--- config.mk ---
export PLATFORM = sky130hd
export DESIGN_NAME = bit_serializer
export DESIGN_NICKNAME = d
export VERILOG_FILES = /design/src/rtl/bit_serializer.sv
export SDC_FILE = /design/constraint.sdc
export NUM_CORES = 1
export LEC_CHECK = 0
export BUFFER_PORTS_ARGS = -buffer_cell sky130_fd_sc_hd__buf_2
export CORE_MARGIN = 2
export CORE_UTILIZATION = 48
export CTS_CLUSTER_DIAMETER = 150
export DETAILED_ROUTE_END_ITERATION = 8
export GPL_TIMING_DRIVEN = 0
export PLACE_DENSITY = 0.72
export SYNTH_ARGS = -nofsm -noshare
export SYNTH_HDL_FRONTEND = slang
export SYNTH_SLANG_ARGS = --single-unit
--- constraint.sdc ---
create_clock -name clk -period 1.4 [get_ports clk]
set_input_delay 0.07 -clock clk [delete_from_list [all_inputs] [get_ports clk]]
set_output_delay 0.07 -clock clk [all_outputs]
set_load 0.05 [all_outputs]
--- src/rtl/bit_serializer.sv ---
// Parallel-to-serial front end: DATA_W-bit words in over valid/ready,
// one bit per clock out, with a one-word holding register for streaming.
module bit_serializer #(
    parameter int DATA_W    = 8,
    parameter bit MSB_FIRST = 1'b1
) (
    input  logic              clk,
    input  logic              rst,
    input  logic [DATA_W-1:0] data_i,
    input  logic              data_valid_i,
    output logic              data_ready_o,
    output logic              d_o,
    output logic              valid_o,
    output logic              word_done_o,
    output logic              busy_o
);

    localparam int CW = $clog2(DATA_W);
    localparam logic [CW-1:0] LAST = CW'(DATA_W - 1);

    typedef enum logic {
        S_IDLE,
        S_SEND
    } state_t;

    state_t            r_state;
    logic [CW-1:0]     r_cnt;
    logic [DATA_W-1:0] r_shift;
    logic [DATA_W-1:0] r_hold;
    logic              r_hold_full;

    state_t            w_state_nx;
    logic [CW-1:0]     w_cnt_nx;
    logic [DATA_W-1:0] w_shift_nx;
    logic [DATA_W-1:0] w_hold_nx;
    logic              w_hold_full_nx;
    logic [DATA_W-1:0] w_shifted;
    logic              w_out_bit;
    logic              w_accept;
    logic              w_last;

    assign data_ready_o = rst & ~r_hold_full;
    assign w_accept     = data_valid_i & data_ready_o;
    assign w_last       = (r_state == S_SEND) && (r_cnt == LAST);
    assign w_out_bit    = MSB_FIRST ? r_shift[DATA_W-1] : r_shift[0];

    assign valid_o      = (r_state == S_SEND);
    assign d_o          = (r_state == S_SEND) & w_out_bit;
    assign word_done_o  = w_last;
    assign busy_o       = (r_state == S_SEND) | r_hold_full;

    // Shift toward the output end so the next bit lands on d_o.
    always_comb begin
        w_shifted = r_shift;
        if (MSB_FIRST) begin
            w_shifted = {r_shift[DATA_W-2:0], 1'b0};
        end else begin
            w_shifted = {1'b0, r_shift[DATA_W-1:1]};
        end
    end

    // Next-state: route each accepted word to SHIFT or HOLD, advance bits.
    always_comb begin
        w_state_nx     = r_state;
        w_cnt_nx       = r_cnt;
        w_shift_nx     = r_shift;
        w_hold_nx      = r_hold;
        w_hold_full_nx = r_hold_full;
        unique case (r_state)
            S_IDLE: begin
                if (w_accept) begin
                    w_shift_nx = data_i;
                    w_cnt_nx   = '0;
                    w_state_nx = S_SEND;
                end
            end
            S_SEND: begin
                if (!w_last) begin
                    w_shift_nx = w_shifted;
                    w_cnt_nx   = r_cnt + 1'b1;
                    if (w_accept) begin
                        w_hold_nx      = data_i;
                        w_hold_full_nx = 1'b1;
                    end
                end else if (r_hold_full) begin
                    w_shift_nx     = r_hold;
                    w_hold_full_nx = 1'b0;
                    w_cnt_nx       = '0;
                end else if (w_accept) begin
                    w_shift_nx = data_i;
                    w_cnt_nx   = '0;
                end else begin
                    w_cnt_nx   = '0;
                    w_state_nx = S_IDLE;
                end
            end
            default: w_state_nx = S_IDLE;
        endcase
    end

    // State register with synchronous active-low reset.
    always_ff @(posedge clk) begin
        if (!rst) begin
            r_state     <= S_IDLE;
            r_cnt       <= '0;
            r_shift     <= '0;
            r_hold      <= '0;
            r_hold_full <= 1'b0;
        end else begin
            r_state     <= w_state_nx;
            r_cnt       <= w_cnt_nx;
            r_shift     <= w_shift_nx;
            r_hold      <= w_hold_nx;
            r_hold_full <= w_hold_full_nx;
        end
    end

endmodule

Word level (Yosys, flattened, before mapping)
Cells that the tools add are included.
{"block": "totals", "out_inout_bits": 5, "elab_cells": 32, "input_bits": 11, "regBits": 21}
{"block": "classes", "reduce_logical": 4, "mux": 13, "eq_ne": 2, "addsub": 1, "bitwise_logic": 7}
{"operator": "$mux 8", "count": 3}
{"operator": "$pmux 8 s2", "count": 1}
{"operator": "$mux 3", "count": 2}
{"operator": "$pmux 3 s2", "count": 1}
{"operator": "$mux 1", "count": 5}
{"operator": "$add 3x1->3 const B", "count": 1}
{"operator": "$and 1x1->1", "count": 3}
{"operator": "$eq 3x3->1 const B", "count": 1}
{"operator": "$not 1->1", "count": 3}
{"operator": "$reduce_and 3->1", "count": 1}
{"operator": "$ne 2x2->1 const B", "count": 1}
{"operator": "$pmux 1 s2", "count": 1}
{"operator": "$reduce_and 2->1", "count": 1}
{"operator": "$reduce_bool 2->1", "count": 1}
{"operator": "$logic_and 1x1->1", "count": 1}
{"operator": "$or 1x1->1", "count": 1}

Logic depth before layout (Yosys ltp)
Gate-level depths: netlist (run 1).
{"block": "depth", "ltp_word": 7, "ltp_mapped": 7, "mapped_depth_nobuf": 5}

Worst setup path after synthesis (run 1)
OpenSTA, ideal clock, no wires.
{"block": "synth_path", "path_kind": "register -> register", "start": "register r_state, in the netlist valid_o", "end": "register r_hold_full", "setup_ps": 137, "path_buffers": 1, "path_slack_ps": -100, "period_less_slack_ps": 1500, "required_ps": 1263, "stages_incl_launch_ff": 5, "arrival_time_ps": 1363, "cell_sequence": "dfxtp_1 -> buf_2 -> nand2_1 -> inv_1 -> nor3_1"}
{"block": "synth_via", "elab_chain_len": 3, "elab_cells_between_ends": 4, "cone_classes": "1 x mux; 3 x reduce/logical"}
{"element": "start: declaration", "line_no": "26", "rtl": "state_t r_state;"}
{"element": "start signal: assignment", "line_no": "110", "rtl": "r_state <= w_state_nx;"}
{"element": "$logic_and 1x1->1 *", "line_no": "44", "rtl": "assign w_last = (r_state == S_SEND) && (r_cnt == LAST);"}
{"element": "net word_done_o", "line_no": "14", "rtl": "output logic word_done_o,"}
{"element": "$reduce_bool 2->1 (no source line)"}
{"element": "$reduce_and 2->1 (no source line)"}
{"element": "end signal: assignment", "line_no": "114", "rtl": "r_hold_full <= w_hold_full_nx;"}
{"element": "end: declaration", "line_no": "30", "rtl": "logic r_hold_full;"}
The timed path passes the listed nets; every way through them passes the cells marked *.
A chain may end at the register's enable or synchronous reset.

Worst setup path in the final report (run 1)
{"block": "layout_path", "start": "register r_cnt[0]", "end": "output word_done_o"}
{"block": "layout_via", "elab_chain_len": 2}
{"element": "start: declaration", "line_no": "27", "rtl": "logic [CW-1:0] r_cnt;"}
{"element": "start signal: assignment", "line_no": "111", "rtl": "r_cnt <= w_cnt_nx;"}
{"element": "$eq 3x3->1", "line_no": "44"}
{"element": "$logic_and 1x1->1", "line_no": "44"}
{"element": "end: declaration", "line_no": "14"}
No other way between the ends.

==> flow_summary.yaml, run 1 <==
status:
  status: "finished with violations"
  violations: "setup timing"
clock_network:
  cts.sinks: 21
  htree_num_levels: 1
  clockBufferDepth: 2
  path_clk_slew_ns: 0.12
  tritoncts: "yes"
  root_buffer: "clkbuf_4"
  clock_latency_ns: 0.30
  cts_hold_buf: 0
  cts_buffers: 3
worst_hold_path:
  worstHoldStart: "data_i[4]"
  hold_end: "r_hold[4]"
  hold_path_depth: 3
  hp-class: "input pin to flip-flop"
floorplanning:
  dieArea_um2: 2458
  dieWidth_um: 49.58
  rows: 16
  io_pins: 16
  coreArea_um2: 1962
  initial_core_util_pct: 50.83
  fp.dieH_um: 49.58
synthesis:
  ys.flop_type: "dfxtp_1"
  yosysMostFrequentCell: "dfxtp_1"
  synth_top_family_by_area: "compound AO/OA/AOI/OAI gates"
  ys_seq_area_share_pct: 42.16
  syn-instance-count: 115
  yosys-top-cells-area: "dfxtp_1 (42%), a21oi_1 (9.5%), mux2i_1 (8.0%)"
  synth_area_um2: 997.2
  synth_commonest_cells: "dfxtp_1 (21), a21oi_1 (19), nand3_1 (11)"
  synth-xor-area-share_pct: 0
  synth.avg_cell_area_um2: 8.671
  synth_seq_cells: 21
  synth_nets: 128
  async_flop_share_pct: 0
  synth-compound-area-share_pct: 20.58
  synth.area.mux_share_pct: 8.030
  synth_fa_ha_area_share_pct: 2.509
  synth.distinct_cells: 26
  synth_edf_count: 0
  ys_warn_count: 0
  synthDominantCellAreaShare_pct: 42.16
  synth_top_area_cell: "dfxtp_1"
  synth-simple-area-share_pct: 19.57
pwr:
  p_total_mw: 1.140
  ir_drop_mv: 0.5760
  p_leak_nw: 0.5668
  powerDensity_nw_per_um2: 873.0
route:
  top_layer: "met4"
  routed_wl_mm: 2.625
  route.layer.met1.wl_mm: 1.133
  wl_met2_mm: 1.293
  drcViolationCount: 0
  first_iter_violations: 23
  wl_per_cell_um: 15.44
  post_drt_via_cell_ratio: 5.853
  wl_met3_um: 186
  via_count: 995
  antenna_left: 0
  drtPass1Iterations: 4
sta:
  fin_ws_ns: -0.1055
  hold_violations: 0
  rsz0062_at_grt: "yes"
  min_period_ns: 1.506
  worst_pin_slew_ns: 0.4942
  finalSetupViolations: 10
  finalSetupTns_ns: -0.7944
  slew_headroom_pct: 67.05
  slew_violations: 0
  max_freq_ghz: 0.6642
  fin_skew_ns: 0.001743
  fin_crit_sh_pct: 107.5
final_layout:
  antenna_cells: 0
  fillers: 194
  utilization_pct: 66.58
  area_growth_pct: 30.99
  multi_input_area_um2: 553.0
  drive_gt1_share_pct: 34.27
  nets: 157
  regArea_um2: 430.4
place:
  gp_congestion: 0.7554
  place.detailed.hpwl_mm: 1.682
  io_buffers: 15
worst_setup_path:
  crit_required_ns: 1.33
  startpoint: "r_cnt[0]"
  cp-start-kind: "flip-flop"
  path_class: "flip-flop to output pin"
  regToRegSetupSlack_ns: -0.09
  cpPeakStageDelay_ns: 0.38
  reg2reg_to: "r_shift[7]"
  path_cells: "ha_4, ha_4, buf_8, nand2_4, clkinvlp_4, buf_8"
  r2r-start: "r_cnt[0]"
  cpMaxStageDelayCell: "dfxtp_4"
  crit_fanout: 3
  critPathBufInv: 3
  crit_family: "flip-flops"
  critPathCaptureType: "output pin"
  crit_arrival_ns: 1.44
  rr_worst_depth: 6
flow_run:
  maxCapViolations: 0
global_routing:
  grt_first_pass_wirelength_mm: 4.174
  antenna_found_initial: 0
  overflow: 0
  grt_usage_pct: 21.79
  grt_max_degree: 13
  grt_pass1_vias: 939
## worst max path at each step
| stage | to | slack (ns) | depth (start not counted) |
|---|---|---|---|
| 5_1_grt | word_done_o | -0.17 | 6 |
| 3_5_place_dp | r_shift[0] | -0.21 | 6 |
| 4_1_cts | word_done_o | -0.10 | 6 |
| 3_3_place_gp | r_shift[0] | -0.16 | 6 |
| 2_1_floorplan | r_shift[0] | 0.004 | 6 |
| 6_report | word_done_o | -0.11 | 6 |
## per-layer routing
layer / vias to the layer above / track usage, %
met5: - / 0
met4: 0 / 2.778
met3: 2 / 3.030
met2: 39 / 37.78
met1: 480 / 29.41
li1: 474 / -
## sequential cells by signal, indices dropped and copies added (netlist names)
name	count
valid_o	1
r_hold	8
r_shift	8
r_hold_full	1
r_cnt	3
## cell type report
type	instances	share of cell area, %
Sequential cell	21	32.95
Clock buffer	3	1.724
Clock inverter	1	0.3831
Inverter	4	1.724
Timing Repair Buffer	24	12.16
Tap cell	27	2.586
Buffer	8	6.130
Multi-Input combinational cell	82	42.34
## kinds of logic after synthesis
| group | count (synthesis) |
|---|---|
| adders and majority gates | 2 |
| buffers and inverters | 12 |
| AOI/OAI and AO/OA | 38 |
| muxes | 8 |
| and+or+nand+nor | 34 |
| DFF | 21 |
## report_power, final
group / internal (mW) / switching (mW) / leakage, nW
sequential: 0.623 / 0.0184 / 0.173
clock: 0.106 / 0.189 / 0.0177
combinational: 0.0824 / 0.121 / 0.376
## through the flow
| step | instances | hold slack, ns | setup slack [ns] | area [um^2] |
|---|---|---|---|---|
| 2_1_floorplan | 115 | 0.2155 | 0.004225 | 1028 |
| 3_3_place_gp | 157 | 0.3399 | -0.1640 | 1137 |
| 3_5_place_dp | 157 | 0.3416 | -0.2059 | 1137 |
| 4_1_cts | 166 | 0.01698 | -0.1050 | 1255 |
| 5_1_grt | 170 | 0.01623 | -0.1686 | 1306 |
| 6_report | 170 | 0.01795 | -0.1055 | 1306 |
## worst reg2reg max path: stages (launching register included)
cell and delay (ns):
dfxtp_4 0.38, ha_4 0.16, ha_4 0.16, buf_6 0.14
nor2b_2 0.17, o21ai_4 0.25, o22ai_1 0.12
## placed cells by master (no fill, tap or decap), types with 2 or more instances in the layout
cell        count
nand3_1        11
ha_4            2
buf_6           6
and3_1          7
buf_2          14
buf_8           2
clkbuf_4        3
inv_1           2
o21ai_1         4
clkinvlp_4      2
o22ai_1         8
nand2_1         3
o21ai_0         5
dfxtp_2         2
dfxtp_4         2
a21oi_1        19
nor2_1          2
mux2i_1         8
dfxtp_1        17
buf_4           9
## what timing repair did
item	CTS	global route
pin swaps	2	2
cloned	0	1
buffers inserted	5	3
setup endpoints to repair	19	20
resized for setup	14	11
Power figures use the tool's default switching activity.
==> run 2: changes to the inputs <==
==> constraint.sdc (replaced) <==
create_clock -name clk -period 1.4 [get_ports clk]
set_input_delay 0.07 -clock clk [delete_from_list [all_inputs] [get_ports clk]]
set_output_delay 0.07 -clock clk [all_outputs]
set_load 0.1 [all_outputs]
==> run 2 against run 1 <==
The flow still finishes with violations (setup timing). Global-route usage grew 0.82 points. Register-to-register slack lost 0.04 ns. Final area grew 13%. Hold slack lost 0.0025 ns. Fmax shrank 2.1%. Count of clock-buffer cells in the layout is the same. Via count grew 2.0%. Critical path type unchanged.
==> flow_summary.yaml, run 2 (synthesized netlist as in run 1, its figures left out) <==
clock_network:
  clockBufferDepth: 2
  path_clk_slew_ns: 0.12
  clock_latency_ns: 0.30
  root_buffer: "clkbuf_4"
  cts_hold_buf: 0
  cts.sinks: 21
  htree_num_levels: 1
  tritoncts: "yes"
  cts_buffers: 3
worst_setup_path:
  path_class: "flip-flop to output pin"
  path_cells: "ha_4, ha_4, buf_8, nand2_4, clkinvlp_4, buf_12"
  crit_required_ns: 1.33
  crit_fanout: 3
  cpPeakStageDelay_ns: 0.38
  cpMaxStageDelayCell: "dfxtp_4"
  critPathCaptureType: "output pin"
  cp-start-kind: "flip-flop"
  crit_path_frequent_cell: "ha_4"
  crit_arrival_ns: 1.47
place:
  place.detailed.hpwl_mm: 1.596
  io_buffers: 15
  dpl_worst_slack_ns: -0.1839
  gp_congestion: 0.7530
  dp_cells: 157
route:
  routed_wl_mm: 2.809
  first_iter_violations: 27
  via_count: 1015
  antenna_left: 0
  drtPass1Iterations: 5
  post_drt_via_cell_ratio: 5.901
  wl_per_cell_um: 16.33
  drcViolationCount: 0
global_routing:
  antenna_found_initial: 0
  grt_first_pass_wirelength_mm: 4.202
  grt_pass1_vias: 910
  grt_usage_pct: 22.61
  overflow: 0
  grt_max_degree: 13
final_layout:
  nets: 159
  final_cells: 172
  area_growth_pct: 47.43
  antenna_cells: 0
  layout_commonest_cell: "dfxtp_1"
  mostFrequentLayoutCells: "dfxtp_1 (17), buf_4 (11), a21oi_1 (11), buf_2 (11), nand3_1 (10)"
  regArea_um2: 432.9
  utilization_pct: 74.94
  drive_gt1_share_pct: 50.34
  fillers: 140
  multi_input_area_um2: 674.4
  top_regs: "r_hold: 8 flops, r_shift: 8 flops, r_cnt: 3 flops"
sta:
  min_period_ns: 1.538
  fin_ws_ns: -0.1380
  hold_violations: 0
  worst_pin_slew_ns: 0.5580
  hold_slack_ns: 0.01545
  slew_violations: 0
  slew_headroom_pct: 62.80
  fin_crit_sh_pct: 109.9
  fin_skew_ns: 0.006123
  finalSetupTns_ns: -0.8362
  max_freq_ghz: 0.6502
  rsz0062_at_grt: "yes"
  finalSetupViolations: 11
floorplanning:
  dieArea_um2: 2458
  coreArea_um2: 1962
  initial_core_util_pct: 50.83
  fp.dieH_um: 49.58
  dieWidth_um: 49.58
  io_pins: 16
  rows: 16
pwr:
  pwr-share-clk_pct: 24.6
  powerDensity_nw_per_um2: 817.5
  switching_share_pct: 31.19
  combPwrFrac_pct: 21.4
  switchingPower_mw: 0.3748
  p_int_mw: 0.8271
  seqPwrFrac_pct: 54.0
  p_leak_nw: 0.5927
  ir_drop_mv: 0.5314
flow_run:
  maxCapViolations: 0
status:
  status: "finished with violations"
  violations: "setup timing"
worst_hold_path:
  hp-class: "input pin to flip-flop"
run 2: cell count changes in the layout (fill, tap and decap cells not counted), sizes merged:
cell / before / now
clkbuf: 4 / 6
run 2: worst paths after layout:
check	from	to	slack (ns)	depth (start not counted)
setup / recovery	r_cnt[0]	word_done_o	-0.14	6
hold / removal	data_i[2]	r_hold[2]	0.02	3
hold reg to reg	r_hold[0]	r_shift[0]	0.48	2
setup reg to reg	r_cnt[0]	r_shift[1]	-0.13	6
run 2: final cells by class:
type                    count  share of cell area [%]
multi-input cells          82                   45.87
flip-flops and latches     21                   29.45
repair buffers             27                   14.13
plain buffers               7                   4.851
well taps                  27                   2.298
clock buffers               3                   1.532
inverters                   4                   1.532
clock inverters             1                  0.3404
run 2: power by group through the flow:
stage | Combinational (mW) | Sequential (mW) | Clock (mW)
final | 0.257 | 0.649 | 0.296
after global routing | 0.270 | 0.652 | 0.339
after floorplan | 0.147 | 0.665 | 0
after global placement | 0.211 | 0.650 | 0
after detailed placement | 0.214 | 0.651 | 0
after CTS | 0.237 | 0.646 | 0.298
run 2: metal layers:
metal	vias to the layer above	share of wire (%)	global-route usage (%)
li1	481	-	-
met1	495	43	29.25
met2	33	50	38.22
met3	6	5.0	2.727
met4	0	1.8	8.796
met5	-	0	0
run 2: through the flow:
| step | cell area, um^2 | total power [mW] |
|---|---|---|
| 3_3_place_gp | 1139 | 0.8613 |
| 3_5_place_dp | 1139 | 0.8654 |
| 6_report | 1470 | 1.202 |
| 2_1_floorplan | 1030 | 0.8116 |
| 5_1_grt | 1470 | 1.262 |
| 4_1_cts | 1363 | 1.181 |
run 2: repair_timing:
action	in CTS	in global routing
setup endpoints to repair	21	20
gates resized for setup	29	26
gates cloned	1	0
setup buffers	10	1
pin swaps	5	6
run 2: worst max-delay path: cells and delay by family (launching register included):
family | cells | cell delay (ns)
fa+ha+maj | 2 | 0.33
simple gates | 1 | 0.06
buf+inv | 3 | 0.39
flops | 1 | 0.38
==> run 3: changes to the inputs <==
--- a/config.mk
+++ b/config.mk
@@ -8,6 +8,7 @@
 export BUFFER_PORTS_ARGS = -buffer_cell sky130_fd_sc_hd__buf_2
 export CORE_MARGIN = 2
 export CORE_UTILIZATION = 48
+export CTS_BUF_LIST = sky130_fd_sc_hd__clkbuf_16
 export CTS_CLUSTER_DIAMETER = 150
 export DETAILED_ROUTE_END_ITERATION = 8
 export GPL_TIMING_DRIVEN = 0
==> run 3 against run 2 <==
Utilization fell by 1.5 points. Die area did not move. Fmax rose by 5.1%. Global-route usage barely moved. Non-clock buffer count rose by 1. Highest routed layer unchanged. Final cell count rose by 0.58%. Via count rose by 1.1%. Wire length rose by 3.5%. Hold slack improved by 0.064 ns. The run still ends with setup timing left. Combinational power fell by 2%. Final area fell by 2.0%.
==> flow_summary.yaml, run 3 (synthesized netlist as in run 1, its figures left out) <==
route:
  drtPass1Iterations: 4
  routed_wl_mm: 2.906
  post_drt_via_cell_ratio: 5.931
  first_iter_violations: 53
  wl_per_cell_um: 16.80
  antenna_left: 0
  via_count: 1026
  drcViolationCount: 0
place:
  io_buffers: 15
  place.detailed.hpwl_mm: 1.596
  dpl-instance-area_um2: 1139
  dpl_worst_slack_ns: -0.1839
  dp_cells: 157
  gp_congestion: 0.7530
floorplanning:
  io_pins: 16
  fp.dieH_um: 49.58
  dieWidth_um: 49.58
  coreArea_um2: 1962
  initial_core_util_pct: 50.83
  dieArea_um2: 2458
  rows: 16
final_layout:
  drive_gt1_share_pct: 42.47
  top_regs: "r_hold: 8 flops, r_shift: 8 flops, r_cnt: 3 flops"
  area_growth_pct: 44.54
  antenna_cells: 0
  multi_input_area_um2: 600.6
  utilization_pct: 73.47
  nets: 160
  layout_commonest_cell: "dfxtp_1"
  regArea_um2: 430.4
  final_cells: 173
  fin_area_um2: 1441
  fillers: 153
  mostFrequentLayoutCells: "dfxtp_1 (17), a21oi_1 (16), buf_2 (13), buf_4 (13)"
global_routing:
  grt_usage_pct: 22.65
  grt_use_met2_pct: 38.00
  top_usage_layer: "met2"
  grt_max_degree: 13
  grt_first_pass_wirelength_mm: 4.271
  overflow: 0
  grtUsageMet3_pct: 2.424
  grtUsageMet1_pct: 30.48
  antenna_found_initial: 0
  grt_pass1_vias: 928
worst_setup_path:
  crit_fanout: 7
  cp-start-kind: "flip-flop"
  crit_arrival_ns: 1.59
  crit_required_ns: 1.53
  reg2reg_to: "valid_o"
  r2r-start: "r_cnt[1]"
  path_class: "flip-flop to flip-flop"
  rr_worst_depth: 7
  regToRegSetupSlack_ns: -0.06
  critPathCaptureType: "flip-flop"
pwr:
  switching_share_pct: 25.51
  p_int_mw: 1.099
  powerDensity_nw_per_um2: 1024
  p_total_mw: 1.476
  ir_drop_mv: 0.8490
  switchingPower_mw: 0.3764
  p_leak_nw: 0.6176
  pwr-share-clk_pct: 39.3
  seqPwrFrac_pct: 43.6
  combPwrFrac_pct: 17.1
sta:
  worst_pin_slew_ns: 0.5416
  max_freq_ghz: 0.6836
  fin_crit_sh_pct: 104.5
  slew_violations: 0
  min_period_ns: 1.463
  hold_slack_ns: 0.07941
  rsz0062_at_grt: "yes"
  slew_headroom_pct: 63.89
  finalSetupTns_ns: -0.5303
  fin_skew_ns: 0.002869
  hold_violations: 0
  finalSetupViolations: 14
  fin_ws_ns: -0.06282
clock_network:
  cts.sinks: 21
  root_buffer: "clkbuf_16"
  clockBufferDepth: 2
  path_clk_slew_ns: 0.06
  tritoncts: "yes"
  cts_buffers: 3
  clock_latency_ns: 0.25
  htree_num_levels: 1
worst_hold_path:
  hp-class: "input pin to flip-flop"
  hold_path_depth: 3
  hold_end: "r_hold[2]"
  worstHoldStart: "data_i[2]"
status:
  status: "finished with violations"
  violations: "setup timing"
flow_run:
  maxCapViolations: 0
==> run 3: changes by cell type in the layout (fill, tap and decap cells not counted), moves of 3 or more <==
cell       previous run  this run
and3_1                1         6
o22ai_1               4         7
clkbuf_4              5         1
o22ai_2               4         1
a21oi_1              11        16
clkbuf_16             0         3
and3_4                6         1
a21oi_2               6         3
==> run 3: critical path, stage by stage, from the launching register on <==
cell and delay (ns):
dfxtp_2 0.36, ha_4 0.14, ha_4 0.15, buf_6 0.14, clkinvlp_4 0.15, buf_2 0.20
o21ai_1 0.14, a21oi_1 0.07
==> run 3: final cells by class <==
| type | instances | share of cell area [%] |
|---|---|---|
| Sequential cell | 21 | 29.86 |
| Buffer | 8 | 5.295 |
| Clock buffer | 3 | 5.208 |
| Multi-Input combinational cell | 82 | 41.67 |
| Inverter | 4 | 1.563 |
| Clock inverter | 1 | 0.3472 |
| Timing Repair Buffer | 27 | 13.72 |
| Tap cell | 27 | 2.344 |
==> run 3: timing repair <==
action	4_1_cts	5_1_grt
endpoints found under the hold margin	0	0
hold buffers	0	0
buffers inserted	8	2
resized for setup	21	14
setup endpoints to repair	21	21
gates cloned	1	1
pin swaps	3	1
==> run 3: worst max path at each step <==
| stage | from | end |
|---|---|---|
| floorplan | r_cnt[0] | r_hold_full |
| global placement | r_cnt[0] | r_shift[0] |
| detailed placement | r_cnt[0] | r_shift[1] |
| CTS | r_cnt[0] | word_done_o |
| global route | r_cnt[1] | valid_o |
| finish | r_cnt[1] | valid_o |
==> run 3: power groups by stage <==
stage          registers [mW]  clock network [mW]  logic, mW
2_1_floorplan           0.665                   0      0.147
3_3_place_gp            0.650                   0      0.211
3_5_place_dp            0.651                   0      0.214
4_1_cts                 0.642               0.593      0.229
5_1_grt                 0.646               0.640      0.267
6_report                0.643               0.579      0.253
==> run 3: per-layer routing <==
| metal | share of wire [%] | wire, um |
|---|---|---|
| met1 | 42 | 1234 |
| met2 | 51 | 1494 |
| met3 | 5.6 | 163 |
| met4 | 0.45 | 13 |
| met5 | 0 | 0 |
